$ cat src/rtl/pong_game_ctrl.sv
// Pong game controller: frame-tick generation, serve/play/point/over FSM,
// ball and paddle motion with wall and paddle collisions, scoring, and a
// combinational pixel colour generator for the VGA timing block.
module pong_game_ctrl #(
  parameter int PADDLE_H     = 96,
  parameter int PADDLE_STEP  = 8,
  parameter int BALL_SPEED   = 4,
  parameter int SERVE_FRAMES = 60,
  parameter int WIN_SCORE    = 9
) (
  input  logic        clk,
  input  logic        rst_n,
  input  logic [10:0] curr_x,
  input  logic [10:0] curr_y,
  input  logic        vsync,
  input  logic        up_l,
  input  logic        dn_l,
  input  logic        up_r,
  input  logic        dn_r,
  input  logic        start,
  output logic [3:0]  r,
  output logic [3:0]  g,
  output logic [3:0]  b,
  output logic [3:0]  score_l,
  output logic [3:0]  score_r,
  output logic [2:0]  state
);

  typedef enum logic [2:0] {
    ST_IDLE  = 3'd0,
    ST_SERVE = 3'd1,
    ST_PLAY  = 3'd2,
    ST_POINT = 3'd3,
    ST_OVER  = 3'd4
  } state_t;

  localparam logic [10:0] BALL_SZ   = 11'd16;
  localparam logic [10:0] BALL_X0   = 11'd632;
  localparam logic [10:0] BALL_Y0   = 11'd392;
  localparam logic [10:0] PAD_Y0    = 11'd352;
  localparam logic [10:0] PAD_MAX   = 11'(800 - PADDLE_H);
  localparam logic [10:0] PAD_H     = 11'(PADDLE_H);
  localparam logic [10:0] PAD_STEP  = 11'(PADDLE_STEP);
  localparam logic [11:0] SPD       = 12'(BALL_SPEED);
  localparam logic [3:0]  WIN       = 4'(WIN_SCORE);
  localparam logic [7:0]  SRV_LAST  = 8'(SERVE_FRAMES - 1);

  // dx/dy: 1 = moving toward larger coordinate, 0 = toward smaller
  state_t      r_state, w_state_n;
  logic        r_vs_d1, r_vs_d2;
  logic [10:0] r_ball_x, r_ball_y, w_ball_x_n, w_ball_y_n;
  logic        r_dx, r_dy, w_dx_n, w_dy_n;
  logic [10:0] r_pad_l, r_pad_r, w_pad_l_n, w_pad_r_n;
  logic [3:0]  r_score_l, r_score_r, w_score_l_n, w_score_r_n, w_new_score;
  logic [7:0]  r_cnt, w_cnt_n;
  logic        r_scorer, w_scorer_n;   // 1 = left player scored

  logic        w_tick;
  logic [11:0] w_cx, w_cy;
  logic        w_cx_low, w_cx_high, w_cx_le_l, w_cx_ge_r;
  logic        w_cy_low, w_cy_high;
  logic        w_ovl_l, w_ovl_r, w_bounce_l, w_bounce_r;
  logic        w_in_ball, w_in_pad, w_in_line;

  // Paddle step with clamping; both or neither button holds position
  function automatic logic [10:0] f_pad_move(input logic [10:0] y, input logic up, input logic dn);
    if (up && !dn)      return (y < PAD_STEP) ? 11'd0 : (y - PAD_STEP);
    else if (dn && !up) return ((y + PAD_STEP) > PAD_MAX) ? PAD_MAX : (y + PAD_STEP);
    else                return y;
  endfunction

  // Score increment saturating at the winning score
  function automatic logic [3:0] f_score_inc(input logic [3:0] s);
    return (s >= WIN) ? WIN : (s + 4'd1);
  endfunction

  assign w_tick = r_vs_d1 & ~r_vs_d2;

  // Candidate position computed in 12 bits so a step past zero is detectable
  assign w_cx = r_dx ? ({1'b0, r_ball_x} + SPD) : ({1'b0, r_ball_x} - SPD);
  assign w_cy = r_dy ? ({1'b0, r_ball_y} + SPD) : ({1'b0, r_ball_y} - SPD);
  assign w_cx_low  = w_cx[11] || (w_cx == 12'd0);
  assign w_cx_high = !w_cx[11] && (w_cx >= 12'd1264);
  assign w_cx_le_l = w_cx[11] || (w_cx <= 12'd48);
  assign w_cx_ge_r = !w_cx[11] && (w_cx >= 12'd1216);
  assign w_cy_low  = w_cy[11] || (w_cy == 12'd0);
  assign w_cy_high = !w_cy[11] && (w_cy >= 12'd784);

  assign w_ovl_l = ((r_ball_y + BALL_SZ) > r_pad_l) && (r_ball_y < (r_pad_l + PAD_H));
  assign w_ovl_r = ((r_ball_y + BALL_SZ) > r_pad_r) && (r_ball_y < (r_pad_r + PAD_H));
  assign w_bounce_l = !r_dx && w_cx_le_l && (r_ball_x >= 11'd48)   && w_ovl_l;
  assign w_bounce_r =  r_dx && w_cx_ge_r && (r_ball_x <= 11'd1216) && w_ovl_r;

  assign w_new_score = r_scorer ? f_score_inc(r_score_l) : f_score_inc(r_score_r);

  // Vsync edge detector on registered copies
  always_ff @(posedge clk or negedge rst_n) begin
    if (!rst_n) begin
      r_vs_d1 <= 1'b0;
      r_vs_d2 <= 1'b0;
    end else begin
      r_vs_d1 <= vsync;
      r_vs_d2 <= r_vs_d1;
    end
  end

  // Game state register
  always_ff @(posedge clk or negedge rst_n) begin
    if (!rst_n) begin
      r_state   <= ST_IDLE;
      r_ball_x  <= BALL_X0;
      r_ball_y  <= BALL_Y0;
      r_dx      <= 1'b1;
      r_dy      <= 1'b1;
      r_pad_l   <= PAD_Y0;
      r_pad_r   <= PAD_Y0;
      r_score_l <= 4'd0;
      r_score_r <= 4'd0;
      r_cnt     <= 8'd0;
      r_scorer  <= 1'b0;
    end else begin
      r_state   <= w_state_n;
      r_ball_x  <= w_ball_x_n;
      r_ball_y  <= w_ball_y_n;
      r_dx      <= w_dx_n;
      r_dy      <= w_dy_n;
      r_pad_l   <= w_pad_l_n;
      r_pad_r   <= w_pad_r_n;
      r_score_l <= w_score_l_n;
      r_score_r <= w_score_r_n;
      r_cnt     <= w_cnt_n;
      r_scorer  <= w_scorer_n;
    end
  end

  // Next-state and game update logic
  always_comb begin
    w_state_n   = r_state;
    w_ball_x_n  = r_ball_x;
    w_ball_y_n  = r_ball_y;
    w_dx_n      = r_dx;
    w_dy_n      = r_dy;
    w_pad_l_n   = r_pad_l;
    w_pad_r_n   = r_pad_r;
    w_score_l_n = r_score_l;
    w_score_r_n = r_score_r;
    w_cnt_n     = r_cnt;
    w_scorer_n  = r_scorer;
    case (r_state)
      ST_IDLE: begin
        w_ball_x_n  = BALL_X0;
        w_ball_y_n  = BALL_Y0;
        w_score_l_n = 4'd0;
        w_score_r_n = 4'd0;
        if (start) begin
          w_state_n = ST_SERVE;
          w_dx_n    = 1'b1;
          w_cnt_n   = 8'd0;
        end else begin
          w_state_n = ST_IDLE;
        end
      end
      ST_SERVE: begin
        w_ball_x_n = BALL_X0;
        w_ball_y_n = BALL_Y0;
        if (w_tick) begin
          w_pad_l_n = f_pad_move(r_pad_l, up_l, dn_l);
          w_pad_r_n = f_pad_move(r_pad_r, up_r, dn_r);
          if (r_cnt == SRV_LAST) begin
            w_state_n = ST_PLAY;
          end else begin
            w_cnt_n = r_cnt + 8'd1;
          end
        end else begin
          w_state_n = ST_SERVE;
        end
      end
      ST_PLAY: begin
        if (w_tick) begin
          w_pad_l_n = f_pad_move(r_pad_l, up_l, dn_l);
          w_pad_r_n = f_pad_move(r_pad_r, up_r, dn_r);
          if (w_cy_low) begin
            w_ball_y_n = 11'd0;
            w_dy_n     = 1'b1;
          end else if (w_cy_high) begin
            w_ball_y_n = 11'd784;
            w_dy_n     = 1'b0;
          end else begin
            w_ball_y_n = w_cy[10:0];
          end
          if (w_bounce_l) begin
            w_ball_x_n = 11'd48;
            w_dx_n     = 1'b1;
          end else if (w_bounce_r) begin
            w_ball_x_n = 11'd1216;
            w_dx_n     = 1'b0;
          end else if (w_cx_low) begin
            w_scorer_n = 1'b0;
            w_state_n  = ST_POINT;
          end else if (w_cx_high) begin
            w_scorer_n = 1'b1;
            w_state_n  = ST_POINT;
          end else begin
            w_ball_x_n = w_cx[10:0];
          end
        end else begin
          w_state_n = ST_PLAY;
        end
      end
      ST_POINT: begin
        // Single-cycle state: score, then re-serve toward the conceding side
        w_ball_x_n = BALL_X0;
        w_ball_y_n = BALL_Y0;
        w_cnt_n    = 8'd0;
        w_dx_n     = r_scorer;
        if (r_scorer) begin
          w_score_l_n = w_new_score;
        end else begin
          w_score_r_n = w_new_score;
        end
        if (w_new_score == WIN) begin
          w_state_n = ST_OVER;
        end else begin
          w_state_n = ST_SERVE;
        end
      end
      ST_OVER: begin
        if (start) begin
          w_score_l_n = 4'd0;
          w_score_r_n = 4'd0;
          w_ball_x_n  = BALL_X0;
          w_ball_y_n  = BALL_Y0;
          w_dx_n      = 1'b1;
          w_cnt_n     = 8'd0;
          w_state_n   = ST_SERVE;
        end else begin
          w_state_n = ST_OVER;
        end
      end
      default: begin
        w_state_n = ST_IDLE;
      end
    endcase
  end

  assign w_in_ball = (curr_x >= r_ball_x) && (curr_x < (r_ball_x + BALL_SZ)) &&
                     (curr_y >= r_ball_y) && (curr_y < (r_ball_y + BALL_SZ));
  assign w_in_pad  = (curr_x >= 11'd32 && curr_x <= 11'd47 &&
                      curr_y >= r_pad_l && curr_y < (r_pad_l + PAD_H)) ||
                     (curr_x >= 11'd1232 && curr_x <= 11'd1247 &&
                      curr_y >= r_pad_r && curr_y < (r_pad_r + PAD_H));
  assign w_in_line = (curr_x >= 11'd638) && (curr_x <= 11'd641) && !curr_y[4];

  // Pixel colour with object priority: ball, paddles, centre line, background
  always_comb begin
    {r, g, b} = 12'h000;
    if (w_in_ball || w_in_pad) begin
      {r, g, b} = 12'hFFF;
    end else if (w_in_line) begin
      {r, g, b} = 12'h888;
    end else if (r_state == ST_OVER) begin
      {r, g, b} = 12'h400;
    end else begin
      {r, g, b} = 12'h000;
    end
  end

  assign score_l = r_score_l;
  assign score_r = r_score_r;
  assign state   = r_state;

endmodule

$ cat config.mk
export PLATFORM = sky130hd
export DESIGN_NAME = pong_game_ctrl
export DESIGN_NICKNAME = d
export VERILOG_FILES = /design/src/rtl/pong_game_ctrl.sv
export SDC_FILE = /design/constraint.sdc
export NUM_CORES = 1
export LEC_CHECK = 0
export ABC_CLOCK_PERIOD_IN_PS = 3800
export BUFFER_PORTS_ARGS = -buffer_cell sky130_fd_sc_hd__buf_2
export CAP_MARGIN = 20
export CELL_PAD_IN_SITES_DETAIL_PLACEMENT = 0
export CELL_PAD_IN_SITES_GLOBAL_PLACEMENT = 2
export CORE_UTILIZATION = 34
export CTS_CLUSTER_SIZE = 14
export DETAILED_ROUTE_END_ITERATION = 16
export GPL_TIMING_DRIVEN = 0
export PLACE_DENSITY = 0.83
export SLEW_MARGIN = 20
export SYNTH_ARGS = -nofsm -noshare
export SYNTH_HDL_FRONTEND = slang
export SYNTH_SLANG_ARGS = --single-unit
$ cat constraint.sdc
create_clock -name clk -period 3.8 [get_ports clk]
set_input_delay 0.76 -clock clk [delete_from_list [all_inputs] [get_ports clk]]
set_output_delay 0.76 -clock clk [all_outputs]
set_load 0.02 [all_outputs]
======== Word level (Yosys, flattened, before mapping) ========
Cells that the tools add are included.
storage, ports and cells
  register bits ........................... 68
  bits of input ports ..................... 30
  output and inout port bits .............. 23
  word-level logic and storage cells ...... 205
operators by class
  $add $sub $neg .......................... 15
  order comparisons ....................... 30
  equality and inequality tests ........... 20
  mux-type cells .......................... 59
  bitwise operators ....................... 4
  reduce and logical (&&, ||, !) cells .... 64
operators by type and width
  kind                                                                                    count
  11-bit 2-to-1 mux                                                                       18
  11-bit less-than comparator                                                             6
  11-bit case mux with 3 select lines                                                     2
  11-bit greater-or-equal comparator                                                      4
  4-bit 2-to-1 mux                                                                        10
  3-bit 2-to-1 mux                                                                        10
  1-bit logical AND                                                                       26
  11-bit by 3-bit adder with 12-bit output (second input constant)                        2
  12-bit by 11-bit greater-or-equal comparator with 1-bit output (second input constant)  2
  12-bit logical NOT                                                                      2
  12-bit 2-to-1 mux                                                                       2
  8-bit 2-to-1 mux                                                                        3
  4-bit case mux with 3 select lines                                                      2
  8-bit case mux with 3 select lines                                                      1
  11-bit by 3-bit subtractor with 12-bit output (second input constant)                   2
  11-bit by 4-bit adder with 11-bit output (second input constant)                        2
  11-bit by 5-bit adder with 11-bit output (second input constant)                        2
  11-bit by 7-bit adder with 11-bit output (second input constant)                        2
  11-bit by 6-bit greater-or-equal comparator with 1-bit output (second input constant)   2
  11-bit by 10-bit > comparator with 1-bit output (second input constant)                 2
  11-bit > comparator                                                                     2
  11-bit less-or-equal comparator (second input constant)                                 2
  11-bit by 4-bit less-than comparator with 1-bit output (second input constant)          2
  11-bit by 4-bit subtractor with 11-bit output (second input constant)                   2
  33 further kinds                                                                        82

======== Longest topological paths before layout ========
Gate-level depths: netlist (run 1).
  word-level depth ........................ 11
  depth in mapped cells ................... 15
  mapped depth without buffers ............ 14

======== Worst setup path after synthesis (run 1) ========
OpenSTA, ideal clock, no wires.
  path kind ............................... flip-flop to output port
  start ................................... register r_pad_r[5]
  end ..................................... output port g[3]
  arrival ................................. 3.262 ns
  path slack .............................. -0.222 ns
  cell stages (with the launch flop) ...... 13
  buffers on the path ..................... 1
  cell sequence ........................... dfstp_2 -> inv_1 -> nand2_1 -> nand4_1 -> xnor2_1 -> ha_1 -> or4b_2 -> nor4b_1 -> o21ai_0 -> a211oi_1 -> a211o_1 -> nand2b_1 -> buf_4
on the way
  cells in the longest elaborated chain, start to end .. 6
  elaborated cells on any way between the ends .. 8
  classes of those cells .................. add/sub: 1; order compare: 2; mux: 1; reduce/logical: 4
RTL lines
  element                                                                                                RTL line  RTL
  from (decl)                                                                                            53        logic [10:0] r_pad_l, r_pad_r, w_pad_l_n, w_pad_r_n;
  from (signal assigned)                                                                                 128       r_pad_r <= w_pad_r_n;
  11-bit by 7-bit adder with 11-bit output / 11-bit greater-or-equal comparator (equally long branches)  251       curr_y >= r_pad_r && curr_y < (r_pad_r + PAD_H));
  11-bit less-than comparator / 1-bit logical AND (equally long branches)                                251, 250
  1-bit logical AND (*)                                                                                  251
  1-bit logical OR (*)                                                                                   249       curr_y >= r_pad_l && curr_y < (r_pad_l + PAD_H)) ||
  1-bit logical OR (*)                                                                                   257       if (w_in_ball || w_in_pad) begin
  4-bit 2-to-1 mux (*)                                                                                   -
  to (decl)                                                                                              22        output logic [3:0] g,
Mark *: on every way between the ends. The rest lies on a longest branch, timed or not.

======== Worst setup path after layout (run 1) ========
  start ................................... register r_pad_r[6]
  end ..................................... output port g[3]
on the way
  cells in the longest elaborated chain, start to end .. 6
  elaborated cells on any way between the ends .. 8
  classes of those cells .................. add/sub: 1; order compare: 2; mux: 1; reduce/logical: 4
RTL lines
  element                                                                                                RTL line
  11-bit by 7-bit adder with 11-bit output / 11-bit greater-or-equal comparator (equally long branches)  251
  11-bit less-than comparator / 1-bit logical AND (equally long branches)                                251, 250
  1-bit logical AND (*)                                                                                  251
  1-bit logical OR (*)                                                                                   249
  1-bit logical OR (*)                                                                                   257
  4-bit 2-to-1 mux (*)                                                                                   257
Marked as above.

==> results of run 1 <==
-- layout by cell type, fill, tap and decap left out, types with 35 or more instances in the layout --
cell type	netlist	routed
nor2_1	60	59
buf_2	4	37
nand3_1	36	35
inv_1	68	63
nand2_1	70	69
buf_4	10	39
a21oi_1	58	56
dfrtp_1	42	36
o21ai_0	74	69
ha_1	128	120
-- cell families (layout without fill, tap and decap cells) --
kind of cell | after synthesis | in the layout | share of synthesized area, %
AO/OA/AOI/OAI | 268 | 268 | 24.8
XOR/XNOR | 37 | 37 | 4.54
adder cells (fa/ha/maj) | 130 | 130 | 23.0
buffers and inverters | 97 | 195 | 5.70
flip-flops | 58 | 58 | 20.6
multiplexers | 14 | 14 | 2.21
AND/OR/NAND/NOR | 272 | 272 | 19.1
-- critical path, delay by kind of cell, from the launching register on --
kind            cells  cell delay, ns
xor+xnor            1            0.19
flops               1            0.56
compound gates      3            0.47
fa+ha+maj           1            0.18
buf+inv             3            0.25
simple gates        5            1.12
-- worst paths after layout --
path,startpoint,endpoint,cells past startpoint
hold reg to reg,r_vs_d1,r_vs_d2,0
hold / removal,rst_n,r_pad_r[7],1
setup / recovery,r_pad_r[6],g[3],13
min in group clk,r_vs_d1,r_vs_d2,0
max in group asynchronous,rst_n,r_dy,2
setup reg to reg,r_dx,r_ball_x[10],13
-- Yosys cell counts, drive strengths merged (12+ instances only) --
cell type,instances,area share [%]
ha,128,22
xnor2,26,3.2
nor2b,14,1.2
nand2,71,3.8
nand3,36,2.5
a211oi,13,1.4
a21o,12,1.3
o21a,14,1.5
inv,68,3.6
a21oi,60,4.4
clkbuf,15,0.79
dfrtp,42,15
nor2,60,3.2
dfstp,16,5.9
nor3,23,1.6
o21ai,75,5.3
buf,14,1.3
-- routing by layer --
metal | routed length (µm) | vias up
li1 | - | 3439
met1 | 9920 | 3224
met2 | 9990 | 132
met3 | 688 | 28
met4 | 466 | 0
met5 | 0 | -
-- where the power goes --
part | leakage [nW] | total [mW] | switching, mW | internal (mW)
Sequential | 0.720 | 0.918 | 0.177 | 0.741
Combinational | 3.07 | 3.00 | 1.68 | 1.33
Clock | 0.153 | 0.924 | 0.344 | 0.580
Total | 3.95 | 4.85 | 2.20 | 2.65
-- sequential cells by signal, indices dropped and copies added (netlist names) --
signal and cells:
r_dy 1, r_pad_r 8, r_pad_l 8, score_l 4, state 3, r_vs_d1 1, r_ball_x 9, r_ball_y 9
r_scorer 1, score_r 4, r_vs_d2 1, r_dx 1, r_cnt 8
-- final cells by class --
cell class | instances | area (µm²)
sequential | 58 | 1480
clock buffer | 9 | 225
inverter | 68 | 264
buffer | 23 | 159
fill | 2129 | 11600
tap | 270 | 338
timing repair buffer | 88 | 672
clock inverter | 7 | 101
multi-input combinational | 721 | 5550
-- timing repair --
item | 4_1_cts | 5_1_grt
pin swaps | 16 | 4
resized for setup | 78 | 26
setup buffers | 30 | 8
endpoints found under the setup margin | 24 | 26
gates cloned | 0 | 0
-- metrics by stage --
stage | area, µm² | utilization, % | setup WS [ns] | hold WS (ns) | setup TNS, ns
6_report | 8790 | 43.0 | -0.0720 | 0.284 | -0.588
2_1_floorplan | 7140 | - | 0.0183 | 0.368 | 0
5_1_grt | 8790 | 43.0 | -0.213 | 0.301 | -2.92
4_1_cts | 8620 | 42.2 | -0.120 | 0.286 | -1.23
3_5_place_dp | 7750 | 38.0 | -0.641 | 0.398 | -9.94
3_3_place_gp | 7720 | 37.8 | -0.722 | 0.381 | -10.79
==> impl_metrics.toml, run 1 <==
[worst_setup_path]
crit_type = "reg2out"
critPathRequiredTime_ns = 3.04
cpMostUsedCell = "buf_6"
critPathCaptureType = "output pin"
critPathMaxFanout = 4
cp_slowest_stage_delay_ns = 0.56
reg2reg_slack_ns = -0.01
arrival_ns = 3.11
slowest_stage = "dfstp_2"
startpoint_type = "flop"
worstPathCellList = "inv_4 > nand2_4 > nand4_1 > xnor2_2 > ha_2 > or4b_4 > nor4b_4 > o21ai_1 > a211oi_2 > a211o_2 > nand2b_4 > buf_6 > buf_6"

[sta]
tightest_slew_ns = 0.892
setup_slack_ns = -0.0720
fin_worst_skew_ns = 0.00942
setup_violations = 12
fin_crit_ns = 3.87
fmax_mhz = 258
slew_violations = 0
timing.final.crit_share_pct = 102
rsz0062_at_grt = "true"
hold_violations = 0
max_slew_margin_pct = 39.9

[yosys]
synth_async_sr_flop_share_pct = 100
syn_area_um2 = 7130
syn_inst = 876
synth-warning-count = 0
syn_area_per_cell_um2 = 8.14
synth-edff-count = 0
synth_top_flop_cell = "dfrtp_1"
synth_seq_cells = 58
synth.distinct_cells = 77
syn_nets = 1036
ys_seq_area_share_pct = 20.6

[place]
place_congestion = 0.893
post-place-cells = 1196
portBuffers = 49
place_hpwl_um = 16000

[final_layout]
areaGrowthSynthToFinish_pct = 23.2
stdcell_count = 1244
antenna_cells = 0
drive_gt1_share_pct = 21.1
nets = 1129

[global_route]
grt_use_met3_pct = 2.67
grt_pass1_wl_um = 34100
antenna_found_initial = 0
grt_pass1_vias = 6570
grt_max_degree = 44
grt_use_total_pct = 20.0
grt.overflow.total = 0
use_met1_pct = 26.1
top_usage_layer = "met2"
gr-usage-met2_pct = 33.6

[floorplanning]
fp.dieH_um = 147
start_util_pct = 34.9
coreArea_um2 = 20400
ioPinCount = 53
num_rows = 52
dieArea_um2 = 21600
die_x_um = 147

[route]
drc = 0
drt_iter0_drc = 279
routedWlPerCell_um = 16.9
vias = 6823
wirelength_um = 21100
drt_first_pass_iters = 4
ant_nets = 0
drt-vias-per-instance = 5.48

[clock_tree]
clock_latency_ns = 0.35
clockRootBuffer = "clkbuf_16"
cts_buffers = 9
htreeDepth = 3
cts_sinks = 58
clock_tree.buffer_depth = 2
path_clk_slew_ns = 0.06
hold_buffers = 0
cts_tree = "yes"

[outcome]
outcome = "finished, violations left"
violations = "negative setup slack"

[power_and_ir_drop]
leakage_nw = 3.95
p_total_mw = 4.85
power_density_nw_per_um2 = 551
ir_drop_mv = 0.273

[job]
cap_violations = 0

[min_path]
hp-class = "in2async"
No activity file was read; power rests on OpenSTA's default activity.
==> run 2, diff against run 1 <==
==> constraint.sdc (replaced) <==
create_clock -name clk -period 3.8 [get_ports clk]
set_input_delay 0.57 -clock clk [delete_from_list [all_inputs] [get_ports clk]]
set_output_delay 0.57 -clock clk [all_outputs]
set_load 0.02 [all_outputs]
==> impl_metrics.toml, run 2 (same netlist as run 1, synthesis figures left out) <==
[final_layout]
multiInputGateArea_um2 = 5620
antenna_cells = 0
areaGrowthSynthToFinish_pct = 24.1
nets = 1135
final_common_cell = "ha_1"
num-fill-cells = 2093
final_cell_mix = "ha_1 (115), nand2_1 (69), o21ai_0 (64), inv_1 (59), nor2_1 (59)"
seqCellArea_um2 = 1480
drive_gt1_share_pct = 23.5
top_regs = "r_ball_x: 9 flops, r_ball_y: 9 flops"

[global_route]
grt_pass1_vias = 6571
grt_use_total_pct = 19.9
grt_pass1_wl_um = 34000
antenna_found_initial = 0
grt.overflow.total = 0
grt_max_degree = 38

[sta]
hold-worst-slack_ns = 0.120
setup_violations = 5
fmax_mhz = 261
rsz0062_at_grt = "true"
hold_violations = 0
timing.final.crit_share_pct = 101
tightest_slew_ns = 0.988
slew_violations = 0
fin_crit_ns = 3.84
setup_slack_ns = -0.0371
fin_worst_skew_ns = 0.00968
max_slew_margin_pct = 33.4

[place]
place_hpwl_um = 16000
place_congestion = 0.854
portBuffers = 49

[route]
vias = 6865
drt_first_pass_iters = 4
drt_iter0_drc = 300
drt-vias-per-instance = 5.49
routedWlPerCell_um = 16.9
wirelength_um = 21200
ant_nets = 0
drc = 0

[floorplanning]
dieArea_um2 = 21600
start_util_pct = 34.9
num_rows = 52
fp.dieH_um = 147
ioPinCount = 53
die_x_um = 147
coreArea_um2 = 20400

[clock_tree]
path_clk_slew_ns = 0.06
clockRootBuffer = "clkbuf_16"
cts_sinks = 58
clock_tree.buffer_depth = 2
clock_latency_ns = 0.35
cts_buffers = 9
cts_tree = "yes"
htreeDepth = 3

[power_and_ir_drop]
leakage_nw = 3.94
p_total_mw = 4.79
ir_drop_mv = 0.403
power_density_nw_per_um2 = 541

[worst_setup_path]
arrival_ns = 4.07
crit_type = "reg2reg"
startpoint_type = "flop"
critPathRequiredTime_ns = 4.03
critPathCaptureType = "flop"
critPathMaxFanout = 5

[outcome]
outcome = "finished, violations left"
violations = "negative setup slack"

[min_path]
hp-class = "in2async"

[job]
cap_violations = 0
-- run 2: cell types whose count changed in the layout (fill, tap and decap cells not counted), moves of 4 or more --
cell,previous run,this run
buf_6,22,15
inv_1,63,59
o21ai_0,69,64
ha_1,120,115
buf_4,39,50
-- run 2: final cells by class --
cell class / instances / area share [%]
buffer: 22 / 1.67
sequential: 58 / 16.8
inverter: 68 / 3.03
clock buffer: 9 / 2.55
multi-input combinational: 721 / 63.5
tap: 270 / 3.82
timing repair buffer: 95 / 7.81
clock inverter: 7 / 0.877
-- run 2: path summary, 6_finish.rpt --
path / slack, ns / end / cells after the start / start
worst min-delay path: 0.12 / r_pad_r[10] / 1 / rst_n
min in group clk: 0.33 / r_vs_d1 / 1 / vsync
worst max register to register: -0.04 / r_ball_x[7] / 11 / r_dx
worst min register to register: 0.41 / r_vs_d2 / 0 / r_vs_d1
worst max-delay path: -0.04 / r_ball_x[7] / 11 / r_dx
max in group asynchronous: 3.09 / r_ball_x[6] / 2 / rst_n
-- run 2: critical path, stage by stage (launching register included) --
cell and delay (ns):
dfstp_2 0.56, clkinvlp_4 0.19, fa_2 0.45, a21oi_4 0.20, nor3_2 0.06, or4b_4 0.57, a2111oi_4 0.32, o2111ai_2 0.22
a221oi_2 0.32, and4b_4 0.26, a21oi_4 0.24, mux2_4 0.32
-- run 2: stage by stage --
step           instance area [µm²]  utilization, %  setup slack (ns)  TNS [ns]  instances
5_1_grt                       8850            43.3            -0.147     -1.73       1250
3_5_place_dp                  7740            37.9            -0.449     -6.96       1196
6_report                      8850            43.3           -0.0371    -0.103       1250
3_3_place_gp                  7720            37.8            -0.472     -7.66       1195
2_1_floorplan                 7130               -            0.0230         0        876
4_1_cts                       8460            41.4          0.000947         0       1230
-- run 2: power breakdown --
group,internal (mW),switching [mW]
registers,0.742,0.184
clock network,0.512,0.350
logic,1.33,1.67
-- run 2: layer usage --
metal	track usage, %	vias up	part of all wire (%)
met3	2.98	18	3.2
met4	5.52	0	1.4
met1	26.0	3297	48
met5	0	-	0
li1	-	3445	-
met2	33.8	105	48
-- run 2: what timing repair did --
item,in CTS,in global routing
pin swaps,11,16
buffers inserted,24,21
resized for setup,65,57
hold buffers,0,0
setup endpoints to repair,24,23
==> run 3, diff against run 2 <==
GPL_TIMING_DRIVEN = default   (was 0)
==> impl_metrics.toml, run 3 (same netlist as run 1, synthesis figures left out) <==
[min_path]
hp-class = "in2async"

[floorplanning]
ioPinCount = 53
coreArea_um2 = 20400
start_util_pct = 34.9
num_rows = 52
fp.dieH_um = 147
dieArea_um2 = 21600
die_x_um = 147

[clock_tree]
clock_tree.buffer_depth = 2
htreeDepth = 3
cts_buffers = 9
cts_sinks = 58
clock_latency_ns = 0.34
hold_buffers = 0
cts_tree = "yes"
clockRootBuffer = "clkbuf_16"
path_clk_slew_ns = 0.06

[route]
drc = 0
routedWlPerCell_um = 16.6
drt_first_pass_iters = 5
drt_iter0_drc = 303
ant_nets = 0
wirelength_um = 20700
vias = 6854
drt-vias-per-instance = 5.50

[worst_setup_path]
startpoint_type = "flop"
critPathMaxFanout = 7
crit_buf_inv = 2
worstPathCellList = "clkinvlp_4 > buf_6 > ha_4 > nand2_2 > o2111ai_1 > or4b_4 > a2111oi_4 > o2111ai_2 > a221oi_2 > and4b_4 > a21oi_4 > mux2_4"
cp_slowest_stage_delay_ns = 0.55
crit_type = "reg2reg"
critPathRequiredTime_ns = 4.02
critPathCaptureType = "flop"
slowest_stage = "dfstp_2"
crit_family = "compound AO/OA/AOI/OAI gates"
arrival_ns = 3.98

[global_route]
antenna_found_initial = 0
grt_max_degree = 38
grt_pass1_wl_um = 34000
grt_pass1_vias = 6632
grt_use_total_pct = 19.7
grt.overflow.total = 0

[sta]
fin_crit_ns = 3.76
hold_violations = 0
fin_worst_skew_ns = 0.0118
max_slew_margin_pct = 36.8
setup_violations = 0
tightest_slew_ns = 0.939
slew_violations = 0
fmax_mhz = 266
timing.final.crit_share_pct = 99.0
tns_ns = 0
rsz0062_at_grt = "true"

[power_and_ir_drop]
ir_drop_mv = 0.301
leakage_nw = 3.95
p_total_mw = 4.83
power_density_nw_per_um2 = 557

[final_layout]
drive_gt1_share_pct = 20.9
top_regs = "r_ball_x: 9 flops, r_ball_y: 9 flops"
final_common_cell = "ha_1"
final_cell_mix = "ha_1 (123), nand2_1 (69), buf_4 (69), o21ai_0 (68), inv_1 (65)"
nets = 1131
num-fill-cells = 2134
areaGrowthSynthToFinish_pct = 21.8
antenna_cells = 0

[place]
portBuffers = 49
place_congestion = 0.869
place_hpwl_um = 16300

[job]
cap_violations = 0

[outcome]
outcome = "completed"
==> run 3: path summary, 6_finish.rpt <==
| kind | from | end | cells after the start | slack (ns) |
|---|---|---|---|---|
| max | r_dx | r_ball_x[10] | 12 | 0.04 |
| min | rst_n | r_pad_r[9] | 1 | 0.22 |
| max reg2reg | r_dx | r_ball_x[10] | 12 | 0.04 |
| min reg2reg | r_vs_d1 | r_vs_d2 | 0 | 0.39 |
| max in group asynchronous | rst_n | r_dy | 2 | 2.64 |
| min in group clk | vsync | r_vs_d1 | 1 | 0.34 |
==> run 3: area by class of cell <==
class,count,area [µm²],share of cell area (%)
Timing Repair Buffer,113,782,9.01
Clock buffer,9,225,2.59
Tap cell,270,338,3.89
Sequential cell,58,1470,16.9
Inverter,68,259,2.98
Multi-Input combinational cell,721,5480,63.1
Clock inverter,7,125,1.44
==> run 3: power by group <==
part	total, mW	switching [mW]	internal (mW)
Clock	0.965	0.319	0.646
Sequential	0.881	0.141	0.740
Combinational	2.99	1.65	1.34
Total	4.83	2.11	2.72
==> run 3: per-stage QoR <==
step / utilization (%) / area, µm² / worst slack, ns / hold WS [ns] / instances
2_1_floorplan: - / 7130 / 0.0230 / 0.274 / 876
3_3_place_gp: 38.9 / 7940 / 0.00523 / 0.382 / 1216
3_5_place_dp: 38.9 / 7940 / -0.0587 / 0.389 / 1216
4_1_cts: 41.3 / 8440 / -0.00457 / 0.231 / 1234
5_1_grt: 42.5 / 8680 / -0.153 / 0.255 / 1246
6_report: 42.5 / 8680 / 0.0391 / 0.216 / 1246
==> run 3: metal layers <==
metal / track usage, % / vias to the layer above / routed length, µm
li1: - / 3428 / -
met4: 4.69 / 0 / 269
met3: 3.17 / 19 / 703
met1: 26.4 / 3288 / 9780
met2: 33.1 / 119 / 9970
met5: 0 / - / 0
==> run 3: timing repair <==
| action | 4_1_cts | 5_1_grt |
|---|---|---|
| resized for setup | 33 | 33 |
| buffers inserted | 2 | 12 |
| pin swaps | 10 | 15 |
| endpoints found under the hold margin | 0 | 0 |
| setup endpoints to repair | 21 | 24 |
